**src/rtl/microwave_panel_input.sv**
```systemverilog
// ---------------------------------------------------------------------------
// microwave_panel_input
//   Front-panel input conditioner for the microwave controller. Every raw
//   switch/key is brought into the clock domain with a two-flop synchronizer,
//   debounced, and (where needed) turned into a single-cycle rise pulse.
//   The pulses drive the start/cancel outputs, the power toggle and the
//   cook-time accumulator.
//
// Ports
//   clk            in   system clock, rising edge
//   rst_n          in   asynchronous active-low reset
//   raw_start      in   raw start key, 1 = pressed
//   raw_cancel     in   raw cancel key, 1 = pressed
//   raw_door       in   raw door switch, 1 = closed
//   raw_power_sel  in   raw power-select key, 1 = pressed
//   raw_add10      in   raw +10 s key
//   raw_add1       in   raw +1 s key
//   busy           in   controller is cooking; gates panel actions
//   start_button   out  one-cycle accepted start pulse
//   cancel_button  out  one-cycle cancel pulse
//   door_status    out  debounced door level, 1 = closed
//   power          out  power level, 0 = HALF, 1 = FULL
//   timer[6:0]     out  programmed cook time in seconds
//   start_rejected out  one-cycle pulse for a refused start press
// ---------------------------------------------------------------------------
module microwave_panel_input #(
  parameter int DB_CYCLES = 4,
  parameter int MAX_TIME  = 120
) (
  input  logic       clk,
  input  logic       rst_n,
  input  logic       raw_start,
  input  logic       raw_cancel,
  input  logic       raw_door,
  input  logic       raw_power_sel,
  input  logic       raw_add10,
  input  logic       raw_add1,
  input  logic       busy,
  output logic       start_button,
  output logic       cancel_button,
  output logic       door_status,
  output logic       power,
  output logic [6:0] timer,
  output logic       start_rejected
);

  localparam int NCH       = 6;
  localparam int CH_START  = 0;
  localparam int CH_CANCEL = 1;
  localparam int CH_DOOR   = 2;
  localparam int CH_POWER  = 3;
  localparam int CH_ADD10  = 4;
  localparam int CH_ADD1   = 5;

  localparam int              CW       = $clog2(DB_CYCLES);
  localparam logic [CW-1:0]   CNT_LAST = CW'(DB_CYCLES - 1);
  localparam logic [7:0]      MAX_T    = 8'(MAX_TIME);

  // Clamp the 8-bit sum to the cook-time ceiling; never wraps past 127.
  function automatic logic [6:0] sat_time(input logic [7:0] v);
    if (v > MAX_T) begin
      return MAX_T[6:0];
    end
    return v[6:0];
  endfunction

  logic [NCH-1:0] w_raw;
  logic [NCH-1:0] r_sync1;
  logic [NCH-1:0] r_sync2;
  logic [NCH-1:0] r_db;
  logic [NCH-1:0] r_db_d;
  logic [NCH-1:0] r_rise;
  logic [CW-1:0]  r_cnt [NCH];

  logic [6:0]     r_timer;
  logic           r_power;

  logic [7:0]     w_inc;
  logic [7:0]     w_sum;
  logic           w_start_ok;

  assign w_raw = {raw_add1, raw_add10, raw_power_sel, raw_door, raw_cancel, raw_start};

  // --- stage: synchronize, debounce, detect debounced rise ---------------
  // A channel's level flips only after its synchronized value has differed
  // from the current level on DB_CYCLES consecutive edges; any sample that
  // agrees with the level restarts the count.
  always_ff @(posedge clk or negedge rst_n) begin
    if (!rst_n) begin
      r_sync1 <= '0;
      r_sync2 <= '0;
      r_db    <= '0;
      r_db_d  <= '0;
      r_rise  <= '0;
      for (int i = 0; i < NCH; i++) begin
        r_cnt[i] <= '0;
      end
    end else begin
      r_sync1 <= w_raw;
      r_sync2 <= r_sync1;
      r_db_d  <= r_db;
      r_rise  <= r_db & ~r_db_d;
      for (int i = 0; i < NCH; i++) begin
        if (r_sync2[i] == r_db[i]) begin
          r_cnt[i] <= '0;
        end else if (r_cnt[i] == CNT_LAST) begin
          r_db[i]  <= r_sync2[i];
          r_cnt[i] <= '0;
        end else begin
          r_cnt[i] <= r_cnt[i] + 1'b1;
        end
      end
    end
  end

  // --- stage: pulse-cycle actions (gated by busy in the pulse cycle) -----
  // Both add keys may rise together; the sum is formed at 8 bits so the
  // saturation sees the true value.
  assign w_inc = (r_rise[CH_ADD10] ? 8'd10 : 8'd0) + (r_rise[CH_ADD1] ? 8'd1 : 8'd0);
  assign w_sum = {1'b0, r_timer} + w_inc;

  always_ff @(posedge clk or negedge rst_n) begin
    if (!rst_n) begin
      r_timer <= '0;
      r_power <= 1'b0;
    end else if (!busy) begin
      // Cancel clears the timer and overrides any add in the same cycle.
      if (r_rise[CH_CANCEL]) begin
        r_timer <= '0;
      end else if (r_rise[CH_ADD10] || r_rise[CH_ADD1]) begin
        r_timer <= sat_time(w_sum);
      end
      if (r_rise[CH_POWER]) begin
        r_power <= ~r_power;
      end
    end
  end

  // A start press is accepted only with the door closed, a non-zero time,
  // the controller idle, and no cancel arriving in the same cycle.
  assign w_start_ok = r_db[CH_DOOR] && (r_timer != 7'd0) && !busy && !r_rise[CH_CANCEL];

  assign start_button   = r_rise[CH_START] & w_start_ok;
  assign start_rejected = r_rise[CH_START] & ~w_start_ok;
  assign cancel_button  = r_rise[CH_CANCEL];
  assign door_status    = r_db[CH_DOOR];
  assign power          = r_power;
  assign timer          = r_timer;

endmodule

```
**config.mk**
```make
export PLATFORM = sky130hd
export DESIGN_NAME = microwave_panel_input
export DESIGN_NICKNAME = d
export VERILOG_FILES = /design/src/rtl/microwave_panel_input.sv
export SDC_FILE = /design/constraint.sdc
export NUM_CORES = 1
export LEC_CHECK = 0
export CAP_MARGIN = 10
export CORE_MARGIN = 2
export CORE_UTILIZATION = 49
export DETAILED_ROUTE_END_ITERATION = 8
export GPL_TIMING_DRIVEN = 0
export PLACE_DENSITY = 0.84
export SLEW_MARGIN = 20
export SYNTH_ARGS = -nofsm -noshare
export SYNTH_HDL_FRONTEND = slang
export SYNTH_SLANG_ARGS = --single-unit
```
**constraint.sdc**
```tcl
create_clock -name clk -period 1.9 [get_ports clk]
set_clock_uncertainty 0.15 [all_clocks]
set_input_delay 0.38 -clock clk [delete_from_list [all_inputs] [get_ports clk]]
set_output_delay 0.38 -clock clk [all_outputs]
set_load 0.02 [all_outputs]
```
; ---- Yosys cells after proc, flatten, opt, wreduce, memory -nomap -nowiden
; Cells that the tools add are included.
[word_totals]
regBits = 50
out_inout_bits = 12
elab_cells = 90
[op_classes]
addsub = 8
order_cmp = 1
n_eq_ne = 12
mux = 22
n_bitwise = 13
n_reduce_logical = 16
[op_table]
columns = op, n
row1 = two-way mux 7 bit, 4
row2 = two-way mux 2 bit, 12
row3 = AND reduction 2 bit, 8
row4 = "adder 2 x 1 -> 2 bit, second input constant", 6
row5 = "equality test 2 bit, second input constant", 6
row6 = NOT 1 bit, 9
row7 = adder 7 x 5 -> 8 bit, 1
row8 = "> comparator 8 x 7 -> 1 bit, second input constant", 1
row9 = nonzero test 7 bit, 1
row10 = AND 6 bit, 1
row11 = equality test 1 bit, 6
row12 = NOT 6 bit, 1
row13 = adder 4 x 1 -> 5 bit, 1
row14 = two-way mux 1 bit, 5
row15 = two-way mux 4 bit, 1
row16 = logical AND 1 bit, 3
row17 = AND 1 bit, 2
row18 = logical NOT 1 bit, 2
row19 = nonzero test 2 bit, 1
row20 = logical OR 1 bit, 1

; ---- Longest topological paths before layout
; Gate-level depths: netlist of the first run.
[logic_depth]
word_depth = 11
mapped_depth = 8
ltp_nobuf = 8

; ---- Least setup slack after synthesis of the first run
; No wires, ideal clock.
[synth_path]
path_type = register to register
from = reg r_timer[0], in the netlist timer[0]
to = reg r_timer[2], in the netlist timer[2]
setup_time_ns = 0.132
t_arrival_ns = 1.819
required_ns = 1.618
path_slack_ns = -0.201
path_stages_with_launch = 9
path_buffers = 0
synth_period_minus_slack_ns = 2.101
cell_sequence = dfrtp_1 > ha_1 > inv_1 > fa_1 > and3b_1 > or3_1 > nand3_2 > o211ai_1 > a22oi_2
[synth_between]
elab_chain_len = 9
[synth_rtl]
columns = item, line
row1 = start: declaration, 75  ; logic [6:0] r_timer;
row2 = start signal: assignment, 131  ; r_timer <= sat_time(w_sum);
row3 = adder 7 x 5 -> 8 bit *, 120  ; assign w_sum = {1'b0, r_timer} + w_inc;
row4 = > comparator 8 x 7 -> 1 bit, 61  ; if (v > MAX_T) begin
row5 = two-way mux 1 bit, 61
row6 = two-way mux 1 bit, 130  ; end else if (r_rise[CH_ADD10] || r_rise[CH_ADD1]) begin
row7 = two-way mux 1 bit, 128  ; if (r_rise[CH_CANCEL]) begin
row8 = two-way mux 1 bit, 126  ; end else if (!busy) begin
row9 = two-way mux 7 bit *, 64  ; return v[6:0];
row10 = two-way mux 7 bit *, 130
row11 = two-way mux 7 bit *, 128
; Mark *: on every way between the ends. The rest lies on a longest branch, timed or not. The select of a mux whose other input is x is not followed.
; A chain may end at the register's enable or synchronous reset.

; ---- Worst setup path after layout of the first run
; Same ends and word-level chain as after synthesis.

==> impl_metrics.py, run 1 <==
metrics = {
    "timing": {
        "fin_setup_tns_ps": -587,
        "rsz0062_at_grt": "true",
        "setup_viol": 7,
        "slew_violations": 0,
        "max_freq_mhz": 488,
        "hold_violations": 0,
        "fin_crit_ps": 2050,
        "worst_slack_ps": -149,
        "timing.hold.ws_ps": 200,
        "relSlewSlack_pct": 62.1,
        "tightest_slew_ps": 569,
        "fin_crit_sh_pct": 108,
    },
    "global_route": {
        "antenna_found_initial": 0,
        "global_route.overflow_total": 0,
        "grt_usage_pct": 17.7,
        "grt_pass1_vias": 1271,
        "grt_pass1_wl_mm": 5.57,
        "grt_max_degree": 27,
    },
    "run_status": {
        "violations": "negative setup slack",
        "status": "finished, violations left",
    },
    "yosys": {
        "synth_top_cell_by_area": "dfrtp_1",
        "synth_nets": 163,
        "syn_inst": 144,
        "synthTopCellsByCount": "48 x dfrtp_1, 12 x nor2b_1, 9 x ha_1, 8 x nand2_1, 8 x nor3_1",
        "seq_area_frac_synth_pct": 63.5,
        "yosysWarnings": 0,
        "synth_edf_count": 0,
        "yosysUniqueCellTypes": 32,
        "avgSynthCellArea_um2": 13.1,
        "yosys-top-cells-area": "dfrtp_1 64%, ha_1 6.0%, nor2b_1 4.0%",
        "async_flop_share_pct": 100,
        "ys_ff_latch": 48,
        "synth.top_cell.area_share_pct": 63.5,
        "synth.most_common_cell": "dfrtp_1",
        "synthesis.area_mm2": 0.00189,
        "synth_top_flop_cell": "dfrtp_1",
    },
    "cts": {
        "cts_made_buffers": 5,
        "cts_sinks": 48,
        "cts.clk_slew.worst_paths_ps": 90,
        "clkLatencyLatePin_ps": 300,
        "tritoncts": "built",
        "cts_max_level": 2,
        "cts_buffer_depth": 2,
        "root_buffer": "clkbuf_8",
    },
    "pwr": {
        "swShare_pct": 34.2,
        "clockPowerShare_pct": 17.6,
        "p_per_area_mw_per_mm2": 1460,
        "power_leakage_uw": 0.00113,
        "internal-power_uw": 2270,
        "peakVddDrop_v": 0.000632,
        "p_seq_share_pct": 46.6,
        "combPwrFrac_pct": 35.8,
        "power.total_uw": 3460,
        "netSwitchingPower_uw": 1180,
    },
    "floorplanning": {
        "coreArea_mm2": 0.00369,
        "rows": 22,
        "start_util_pct": 51.3,
        "ios": 21,
        "die_x_um": 66.1,
        "die_height_um": 66.1,
        "die-area_mm2": 0.00437,
    },
    "hold_path": {
        "min-delay-path-class": "register to register",
    },
    "worst_setup_path": {
        "crit_path_end": "timer[2]",
        "cp-end-kind": "register",
        "required_ps": 1970,
        "rr_worst_depth": 8,
        "critPathLaunch": "timer[0]",
        "worstPathMaxFanout": 4,
        "regToRegSetupSlack_ps": -150,
        "cp-start-kind": "register",
        "crit_type": "register to register",
        "reg2reg_to": "timer[2]",
        "cp_data_arrival_time_ps": 2120,
        "r2r-start": "timer[0]",
    },
    "place": {
        "hpwl_mm": 2.32,
        "io_buffers": 20,
        "place_inst": 213,
        "globalplace.congestion": 0.868,
        "post-place-ws_ps": -661,
    },
    "detailed_routing": {
        "dr_total_vias": 1203,
        "drt_pass1_iterations": 4,
        "viasPerCell": 5.30,
        "ant_nets": 0,
        "remaining_drc_errors": 0,
        "drt_iter0_drc": 132,
        "wl_mm": 3.37,
        "wire_per_inst_um": 14.9,
    },
    "final_layout": {
        "antenna_cells": 0,
        "final_cell_count_no_fill": 227,
        "final_nets": 197,
        "final_layout_size_suffix_gt1_share_pct": 22.3,
        "area_growth_pct": 25.5,
    },
    "flow_run": {
        "max-cap-violations": 0,
    },
}
sequential cells by signal, indices dropped and copies added, names as in the netlist:
| name | flops |
|---|---|
| power | 1 |
| r_sync1 | 6 |
| r_db_d | 5 |
| r_cnt | 12 |
| timer | 7 |
| r_rise | 5 |
| r_db | 6 |
| r_sync2 | 6 |
final cells by class:
class                   count  area, um^2
fillers                   274        1320
flip-flops and latches     48        1200
multi-input cells          89         723
repair buffers             27         269
clock buffers               8        90.1
well taps                  48        60.1
inverters                   7        26.3
worst min-delay path by stage:
stage / from / endpoint / slack (ps) / depth (start not counted)
floorplan: rst_n / power / -70 / 0
global placement: r_sync1[1] / r_sync2[1] / 180 / 0
detailed placement: r_sync1[1] / r_sync2[1] / 190 / 0
CTS: r_sync1[0] / r_sync2[0] / 200 / 0
global route: r_sync1[0] / r_sync2[0] / 210 / 0
finish: r_sync1[1] / r_sync2[1] / 200 / 0
through the flow:
| step | cell area [um^2] | utilization, % |
|---|---|---|
| 6_report | 2370 | 64.3 |
| 5_1_grt | 2370 | 64.3 |
| 4_1_cts | 2340 | 63.4 |
| 3_5_place_dp | 2190 | 59.5 |
| 3_3_place_gp | 2170 | 58.9 |
| 2_1_floorplan | 1910 | - |
placed cells by master, fill, tap and decap left out, types with 2 or more instances in the layout:
master           synthesis  routed
nand2_1                  8       8
o21a_1                   2       2
dlymetal6s2s_1           0       4
o21ai_1                  2       2
mux2_2                   6       6
ha_1                     9       8
nor3_1                   8       7
o31ai_1                  2       2
nor2b_1                 12      12
clkdlybuf4s50_1          0       8
o22ai_1                  2       2
xnor2_1                  7       7
buf_4                    0       7
dfrtp_1                 48      45
a21oi_1                  4       3
clkbuf_1                 0       2
inv_1                    7       6
dlygate4sd2_1            0       5
nor2_1                   5       4
a22o_1                   2       2
dfrtp_2                  0       3
clkbuf_8                 0       6
what timing repair did:
item                       CTS  global route
setup endpoints to repair   12            13
gates resized for setup     21             8
pin swaps                    3             4
buffers inserted             4             1
hold buffers                 1             0
hold endpoints to repair    22             0
cell families after synthesis:
family | after synthesis | share of synthesized area (%)
buffers and inverters | 7 | 1.39
muxes | 6 | 3.57
xor gates and xnor gates | 9 | 4.17
DFF | 48 | 63.5
AOI/OAI and AO/OA | 23 | 8.74
adders and majority gates | 10 | 7.02
and+or+nand+nor | 41 | 11.6
layer usage:
layer / global-route usage, % / share of wire (%) / vias up
li1: - / - / 557
met4: 9.18 / 2.3 / 0
met5: 0 / 0 / -
met1: 18.9 / 38 / 602
met2: 30.8 / 55 / 36
met3: 6.13 / 4.7 / 8
worst max-delay path: stages (launching register included):
cell and delay, ps:
dfrtp_2 450, ha_4 170, inv_2 50, fa_2 210, and3b_2 230, or3_1 320
nand3_2 120, o211ai_2 80, a22oi_2 180
power by group through the flow:
| stage | Clock [uW] | Combinational (uW) | Sequential [uW] |
|---|---|---|---|
| after floorplan | 0 | 687 | 1650 |
| after global placement | 0 | 1040 | 1600 |
| after detailed placement | 0 | 1120 | 1640 |
| after CTS | 626 | 1210 | 1610 |
| after global routing | 679 | 1370 | 1650 |
| final | 608 | 1240 | 1610 |
(Power assumes the default switching activity.)
==> inputs of run 2 (changes only) <==
--- a/config.mk
+++ b/config.mk
@@ -5,12 +5,13 @@
 export SDC_FILE = /design/constraint.sdc
 export NUM_CORES = 1
 export LEC_CHECK = 0
-export CAP_MARGIN = 10
+export ABC_AREA = 1
+export CAP_MARGIN = 15
 export CORE_MARGIN = 2
-export CORE_UTILIZATION = 49
+export CORE_UTILIZATION = 50
 export DETAILED_ROUTE_END_ITERATION = 8
 export GPL_TIMING_DRIVEN = 0
-export PLACE_DENSITY = 0.84
+export PLACE_DENSITY = 0.72
 export SLEW_MARGIN = 20
 export SYNTH_ARGS = -nofsm -noshare
 export SYNTH_HDL_FRONTEND = slang
==> impl_metrics.py, run 2 <==
metrics = {
    "floorplanning": {
        "start_util_pct": 51.0,
        "die_x_um": 67.4,
        "ios": 21,
        "coreArea_mm2": 0.00394,
        "rows": 23,
        "die-area_mm2": 0.00454,
        "die_height_um": 67.4,
    },
    "place": {
        "globalplace.congestion": 0.822,
        "place_area_mm2": 0.00231,
        "hpwl_mm": 2.29,
        "io_buffers": 20,
        "place_inst": 265,
    },
    "cts": {
        "cts_buffer_depth": 2,
        "cts.clk_slew.worst_paths_ps": 80,
        "cts_sinks": 48,
        "cts_max_level": 2,
        "tritoncts": "built",
        "clkLatencyLatePin_ps": 300,
        "cts_made_buffers": 5,
        "root_buffer": "clkbuf_8",
    },
    "detailed_routing": {
        "wl_mm": 3.19,
        "remaining_drc_errors": 0,
        "wire_per_inst_um": 11.4,
        "drt_pass1_iterations": 4,
        "dr_total_vias": 1339,
        "ant_nets": 0,
        "viasPerCell": 4.77,
        "drt_iter0_drc": 58,
    },
    "global_route": {
        "grt_pass1_vias": 1260,
        "grt_pass1_wl_mm": 5.24,
        "grt_usage_pct": 16.0,
        "antenna_found_initial": 0,
        "global_route.overflow_total": 0,
        "grt_max_degree": 35,
    },
    "timing": {
        "setup_viol": 4,
        "slew_violations": 0,
        "fin_crit_sh_pct": 103,
        "relSlewSlack_pct": 76.2,
        "fin_crit_ps": 1970,
        "hold_violations": 0,
        "rsz0062_at_grt": "true",
        "worst_slack_ps": -65.7,
        "max_freq_mhz": 509,
        "tightest_slew_ps": 357,
    },
    "pwr": {
        "p_per_area_mw_per_mm2": 1470,
        "combPwrFrac_pct": 39.7,
        "power_leakage_uw": 0.00135,
        "peakVddDrop_v": 0.000790,
        "p_seq_share_pct": 43.2,
        "netSwitchingPower_uw": 1390,
        "internal-power_uw": 2320,
        "power.total_uw": 3720,
        "swShare_pct": 37.4,
        "clockPowerShare_pct": 17.0,
    },
    "yosys": {
        "synth_top_flop_cell": "dfrtp_1",
        "synth_top_cell_by_area": "dfrtp_1",
        "synth.top_cell.area_share_pct": 59.7,
        "synthTopCellsByCount": "48 x dfrtp_1, 30 x nand2_1, 27 x inv_1, 22 x nor2_1",
        "yosys-top-cells-area": "dfrtp_1 60%, ha_1 5.6%, nand2_1 5.6%",
        "seq_area_frac_synth_pct": 59.7,
        "avgSynthCellArea_um2": 10.4,
        "yosysWarnings": 0,
        "synthesis.area_mm2": 0.00201,
        "synth_edf_count": 0,
        "yosysUniqueCellTypes": 23,
        "ys_ff_latch": 48,
        "synth_nets": 213,
        "synth.most_common_cell": "dfrtp_1",
        "async_flop_share_pct": 100,
        "syn_inst": 194,
    },
    "final_layout": {
        "final_cell_count_no_fill": 281,
        "final_nets": 249,
        "final_area_mm2": 0.00253,
        "largest_register": "r_cnt",
        "antenna_cells": 0,
        "final_layout_size_suffix_gt1_share_pct": 26.0,
        "final_common_cell": "dfrtp_1",
        "largest_register_ff_count": 12,
        "area_growth_pct": 25.6,
        "num-fill-cells": 300,
        "final_cell_mix": "45 x dfrtp_1, 25 x nand2_1, 22 x inv_1",
    },
    "run_status": {
        "violations": "negative setup slack",
        "status": "finished, violations left",
    },
    "worst_setup_path": {
        "crit_type": "register to output port",
        "cp_data_arrival_time_ps": 1440,
        "cp_slowest_cell": "dfrtp_2",
        "path_buf_inv": 2,
        "crit_family": "flip-flops",
        "crit_chain": "buf_4 -> nor4_4 -> nor2_1 -> nor2_1 -> buf_4",
        "cp-start-kind": "register",
        "critPathMaxStageDelay_ps": 440,
        "cp-end-kind": "output port",
        "worstPathMaxFanout": 3,
        "required_ps": 1370,
    },
    "hold_path": {
        "min-delay-path-class": "register to register",
    },
    "flow_run": {
        "max-cap-violations": 0,
    },
}
run 2: cell type report:
type                            instances  area [um^2]  share of cell area, %
Clock buffer                            6         82.6                   3.27
Buffer                                  1         11.3                  0.446
Sequential cell                        48         1200                   47.7
Timing Repair Buffer                   29          289                   11.4
Inverter                               30          113                   4.46
Multi-Input combinational cell        115          749                   29.7
Tap cell                               50         62.6                   2.48
Clock inverter                          2         13.8                  0.545
run 2: cell families after synthesis:
group,Yosys count,synth area share [%]
AOI/OAI and AO/OA,11,2.74
buffers and inverters,31,6.16
adders and majority gates,10,6.60
and+or+nand+nor,85,20.7
DFF,48,59.7
xor gates and xnor gates,8,3.48
muxes,1,0.560
run 2: what timing repair did:
item                                    4_1_cts  5_1_grt
setup buffers                                 3        4
resized for setup                            18       19
endpoints found under the hold margin        14        0
endpoints found under the setup margin        6       12
hold buffers                                  1        0
pin swaps                                    10       10
run 2: path summary, 6_finish.rpt:
path | endpoint | from | cells past startpoint | slack (ps)
hold reg to reg | r_sync2[5] | r_sync1[5] | 0 | 200
setup / recovery | start_rejected | timer[0] | 5 | -70
setup reg to reg | timer[2] | r_rise[5] | 10 | -60
hold / removal | r_sync2[5] | r_sync1[5] | 0 | 200
max in group asynchronous | timer[0] | rst_n | 3 | 740
min in group asynchronous | r_cnt[3] | rst_n | 2 | 370
run 2: per-stage QoR:
stage               hold slack, ps  TNS (ps)  util (%)  worst slack (ps)
floorplan                    -65.6         0         -              28.2
global placement               182    -48780      58.1             -1160
detailed placement             162     -1210      58.5              -531
CTS                            206      -799      62.0              -306
global route                   214      -868      64.1              -190
finish                         204      -249      64.1             -65.7
run 2: worst register-to-register path, delay by kind of cell (launching register included):
family | cells | cell delay [ps]
flip-flops | 1 | 410
buffers and inverters | 2 | 180
XOR/XNOR | 1 | 180
adder cells (fa/ha/maj) | 2 | 510
AND/OR/NAND/NOR | 5 | 430
run 2: per-layer routing:
layer	global-route usage (%)	wire (um)
met5	0	0
met4	7.65	28
met3	5.17	126
met2	26.1	1670
met1	19.2	1370
run 2: power by group through the flow:
stage | clock network (uW) | logic [uW] | registers [uW]
5_1_grt | 694 | 1670 | 1650
6_report | 633 | 1480 | 1610
3_5_place_dp | 0 | 1350 | 1620
3_3_place_gp | 0 | 1300 | 1610
2_1_floorplan | 0 | 825 | 1680
4_1_cts | 656 | 1390 | 1600
==> inputs of run 3 (changes only) <==
--- a/config.mk
+++ b/config.mk
@@ -11,7 +11,7 @@
 export CORE_UTILIZATION = 50
 export DETAILED_ROUTE_END_ITERATION = 8
 export GPL_TIMING_DRIVEN = 0
-export PLACE_DENSITY = 0.72
+export PLACE_DENSITY = 0.84
 export SLEW_MARGIN = 20
 export SYNTH_ARGS = -nofsm -noshare
 export SYNTH_HDL_FRONTEND = slang
==> impl_metrics.py, run 3 (synthesis results as in run 2) <==
metrics = {
    "run_status": {
        "status": "finished, violations left",
        "violations": "negative setup slack",
    },
    "global_route": {
        "grt_pass1_wl_mm": 5.65,
        "grt_usage_pct": 17.4,
        "grt_max_degree": 27,
        "grt_pass1_vias": 1335,
        "global_route.overflow_total": 0,
        "antenna_found_initial": 0,
    },
    "floorplanning": {
        "ios": 21,
        "rows": 23,
        "die_height_um": 67.4,
        "die-area_mm2": 0.00454,
        "coreArea_mm2": 0.00394,
        "start_util_pct": 51.0,
        "die_x_um": 67.4,
    },
    "pwr": {
        "internal-power_uw": 2450,
        "swShare_pct": 36.3,
        "peakVddDrop_v": 0.000634,
        "p_per_area_mw_per_mm2": 1510,
        "clockPowerShare_pct": 19.7,
        "netSwitchingPower_uw": 1400,
        "combPwrFrac_pct": 38.8,
        "p_seq_share_pct": 41.6,
        "power_leakage_uw": 0.00132,
    },
    "cts": {
        "cts.clk_slew.worst_paths_ps": 90,
        "cts_made_buffers": 5,
        "cts_max_level": 2,
        "root_buffer": "clkbuf_8",
        "tritoncts": "built",
        "cts_sinks": 48,
        "clkLatencyLatePin_ps": 290,
        "cts_buffer_depth": 2,
    },
    "timing": {
        "relSlewSlack_pct": 64.5,
        "tightest_slew_ps": 532,
        "rsz0062_at_grt": "true",
        "slew_violations": 0,
        "timing.hold.ws_ps": 202,
        "max_freq_mhz": 494,
        "fin_crit_sh_pct": 107,
        "setup_viol": 5,
        "fin_crit_ps": 2020,
        "hold_violations": 0,
        "worst_slack_ps": -124,
    },
    "detailed_routing": {
        "remaining_drc_errors": 0,
        "viasPerCell": 4.76,
        "wire_per_inst_um": 11.8,
        "dr_total_vias": 1343,
        "drt_pass1_iterations": 4,
        "ant_nets": 0,
        "drt_iter0_drc": 42,
        "wl_mm": 3.32,
    },
    "place": {
        "hpwl_mm": 2.38,
        "globalplace.congestion": 0.833,
        "io_buffers": 20,
    },
    "worst_setup_path": {
        "required_ps": 1370,
        "cp_data_arrival_time_ps": 1490,
        "cp-start-kind": "register",
        "crit_type": "register to output port",
        "worstPathMaxFanout": 3,
        "cp-end-kind": "output port",
    },
    "final_layout": {
        "multi_input_area_um2": 749,
        "num-fill-cells": 299,
        "final_cell_mix": "46 x dfrtp_1, 28 x nand2_1, 25 x inv_1",
        "largest_register": "r_cnt",
        "final_common_cell": "dfrtp_1",
        "antenna_cells": 0,
        "final_nets": 250,
        "area_growth_pct": 27.2,
        "fin_util_pct": 64.9,
        "largest_register_ff_count": 12,
        "regArea_mm2": 0.00120,
        "final_layout_size_suffix_gt1_share_pct": 23.7,
    },
    "flow_run": {
        "max-cap-violations": 0,
    },
    "hold_path": {
        "min-delay-path-class": "register to register",
    },
}
[run 3: cell count changes in the layout (fill, tap and decap cells not counted), sizes merged]
cell and delta:
clkdlybuf4s50 +3, dlymetal6s2s -3, buf +1, bufinv +1
inv -1
[run 3: path summary, 6_finish.rpt]
check / slack [ps] / start / cells past startpoint / endpoint
worst max-delay path: -120 / timer[0] / 5 / start_rejected
worst min-delay path: 200 / r_sync1[5] / 0 / r_sync2[5]
worst max register to register: -40 / r_rise[5] / 10 / timer[0]
worst min register to register: 200 / r_sync1[5] / 0 / r_sync2[5]
max in group asynchronous: 660 / rst_n / 3 / timer[0]
min in group asynchronous: 440 / rst_n / 2 / r_cnt[5]
[run 3: metal layers]
metal / share of wire, % / vias up / GRT usage (%)
li1: - / 674 / -
met5: 0 / - / 0
met3: 2.9 / 2 / 4.00
met4: 0.90 / 0 / 7.65
met2: 54 / 20 / 31.8
met1: 42 / 647 / 19.3
[run 3: metrics by stage]
stage / setup WS, ps / cells / instance area [um^2] / TNS [ps] / power [uW]
after detailed placement: -543 / 265 / 2310 / -1200 / 2970
after global routing: -212 / 282 / 2560 / -839 / 4150
after global placement: -1070 / 264 / 2290 / -44840 / 2900
final: -124 / 282 / 2560 / -257 / 3850
after floorplan: 28.2 / 194 / 2030 / 0 / 2500
after CTS: -295 / 279 / 2490 / -723 / 3790
[run 3: critical path, stage by stage, from the launching register on]
cell and delay (ps):
dfrtp_2 440, buf_4 150, nor4_4 280, nor2_1 80
nor2_1 110, buf_4 140
[run 3: power groups by stage]
stage          registers (uW)  clock network, uW  logic, uW
6_report                 1600                758       1490
5_1_grt                  1650                813       1690
4_1_cts                  1600                781       1410
3_5_place_dp             1630                  0       1350
3_3_place_gp             1600                  0       1290
2_1_floorplan            1680                  0        825
[run 3: layout make-up]
cell class	count	area share, %
Buffer	1	0.440
Clock buffer	6	3.23
Clock inverter	2	1.52
Inverter	30	4.40
Multi-Input combinational cell	115	29.3
Sequential cell	48	47.1
Tap cell	50	2.45
Timing Repair Buffer	30	11.6
[run 3: repair_timing]
action / 4_1_cts / 5_1_grt
buffers inserted: 5 / 3
hold buffers: 1 / 0
pin swaps: 9 / 9
gates resized for setup: 18 / 11
setup endpoints to repair: 6 / 12
endpoints found under the hold margin: 22 / 0
==> RTL edit: new RTL, flow settings as in run 3 <==
The parameter `DB_CYCLES` goes from 4 to 8.
--- a/src/rtl/microwave_panel_input.sv
+++ b/src/rtl/microwave_panel_input.sv
@@ -24,7 +24,7 @@
 //   start_rejected out  one-cycle pulse for a refused start press
 // ---------------------------------------------------------------------------
 module microwave_panel_input #(
-  parameter int DB_CYCLES = 4,
+  parameter int DB_CYCLES = 8,
   parameter int MAX_TIME  = 120
 ) (
   input  logic       clk,
Behaviour: not the same (a bounded check fails within 10 cycles, from zero or initial values and one cycle with rst_n low).
==> RTL edit against run 3 <==
Worst setup slack got worse by 0.0094 ns. Total power fell by 3.6%. Design area rose by 7.4%. Clock power fell by 22%. Synthesized cell count rose by 7.7%. Combinational power fell by 10%. Wire length rose by 5.1%. Global-route usage fell by 1.7 points. The flow still finishes with violations (setup timing). Synthesized area rose by 13%. Sequential cell count rose by 6. Critical endpoint unchanged.
==> RTL edit: results <==
{
  "grt_max_degree": 55,
  "drive_gt1_share_pct": 22.0,
  "gp_congestion": 0.804,
  "syn-num-nets": 234,
  "drt_wl_total_microns": 3490,
  "vias": 1429,
  "die_x_microns": 71.4,
  "violations": "setup timing",
  "grt_pass1_wl_microns": 6130,
  "synth-seq-area-share_pct": 59.5,
  "nets": 265,
  "gr-usage-all-layers_pct": 15.7,
  "dpl.hpwl_microns": 2530,
  "ir_worst_vdd_mv": 0.730,
  "rr_endpoint": "timer[2]$_DFFE_PN0P_",
  "finalSetupViolCount": 5,
  "final_cell_count_no_fill": 293,
  "dr.first_iter.drc_count": 80,
  "whs_ns": 0.199,
  "netlist_top_cells_count": "dfrtp_1, inv_1, nand2_1",
  "startpoint": "timer[2]$_DFFE_PN0P_",
  "dp_cells": 281,
  "worst-path-max-fanout": 2,
  "setup_slack_ns": -0.133,
  "outcome": "complete, but fails checks",
  "ys_top_cells_by_area": "dfrtp_1, ha_1, inv_1, nand2_1, nor2_1",
  "reg2regPathDepth": 8,
  "syn_inst": 209,
  "largest_reg_flops": 18,
  "r2r-start": "timer[0]$_DFFE_PN0P_"
}
[RTL edit: metrics by stage]
stage	setup WS (ns)	TNS (ns)	power, mW	utilization, %
after global placement	-1.38	-65.94	2.94	58.4
after floorplan	0.0350	0	2.58	-
after CTS	-0.307	-0.537	3.70	62.2
after detailed placement	-0.511	-1.08	3.02	58.3
final	-0.133	-0.345	3.71	63.1
after global routing	-0.252	-1.04	4.01	63.1
[RTL edit: kinds of logic after synthesis]
logic type | Yosys count | share of synthesized area [%]
AO/OA/AOI/OAI | 11 | 2.59
AND/OR/NAND/NOR | 90 | 20.1
multiplexers | 1 | 0.496
XOR/XNOR | 8 | 3.09
adder cells (fa/ha/maj) | 16 | 9.15
buffers and inverters | 29 | 5.12
flip-flops | 54 | 59.5
[RTL edit: cell type report]
cell class                      instances  area, sq um
Buffer                                  1         11.3
Inverter                               28          105
Clock inverter                          2         10.0
Fill cell                             347         1610
Clock buffer                            6         72.6
Multi-Input combinational cell        126          897
Timing Repair Buffer                   24          231
Sequential cell                        54         1360
Tap cell                               52         65.1
[RTL edit: report_power, final]
part / switching [mW] / internal (mW)
logic: 0.738 / 0.604
clock network: 0.334 / 0.256
registers: 0.270 / 1.51
total: 1.34 / 2.37
[RTL edit: worst max-delay path by stage]
stage	end	cells after the start
floorplan	timer[0]$_DFFE_PN0P_	10
global placement	timer[0]$_DFFE_PN0P_	1
detailed placement	start_rejected	6
CTS	start_rejected	7
global route	start_rejected	7
finish	start_rejected	7
[RTL edit: critical path, cell delays in order (launching register included)]
cell     delay, ns
dfrtp_1       0.40
buf_6         0.13
nor2_4        0.07
nand3_2       0.09
nor4_4        0.17
nor2_1        0.06
nor2_1        0.12
buf_4         0.16
[RTL edit: metal layers]
| layer | global-route usage (%) | vias to the layer above | share of wire [%] | wire length (microns) |
|---|---|---|---|---|
| met1 | 20.5 | 681 | 45 | 1560 |
| met2 | 25.8 | 26 | 50 | 1750 |
| met5 | 0 | - | 0 | 0 |
| li1 | - | 717 | - | - |
| met4 | 5.87 | 0 | 1.2 | 41 |
| met3 | 3.80 | 5 | 4.0 | 138 |
[RTL edit: what timing repair did]
item                       in CTS  in global routing
hold endpoints to repair       54                  0
resized for setup              29                 10
hold buffers                    1                  0
pin swaps                      14                  8
setup endpoints to repair       7                 12
setup buffers                   2                  1
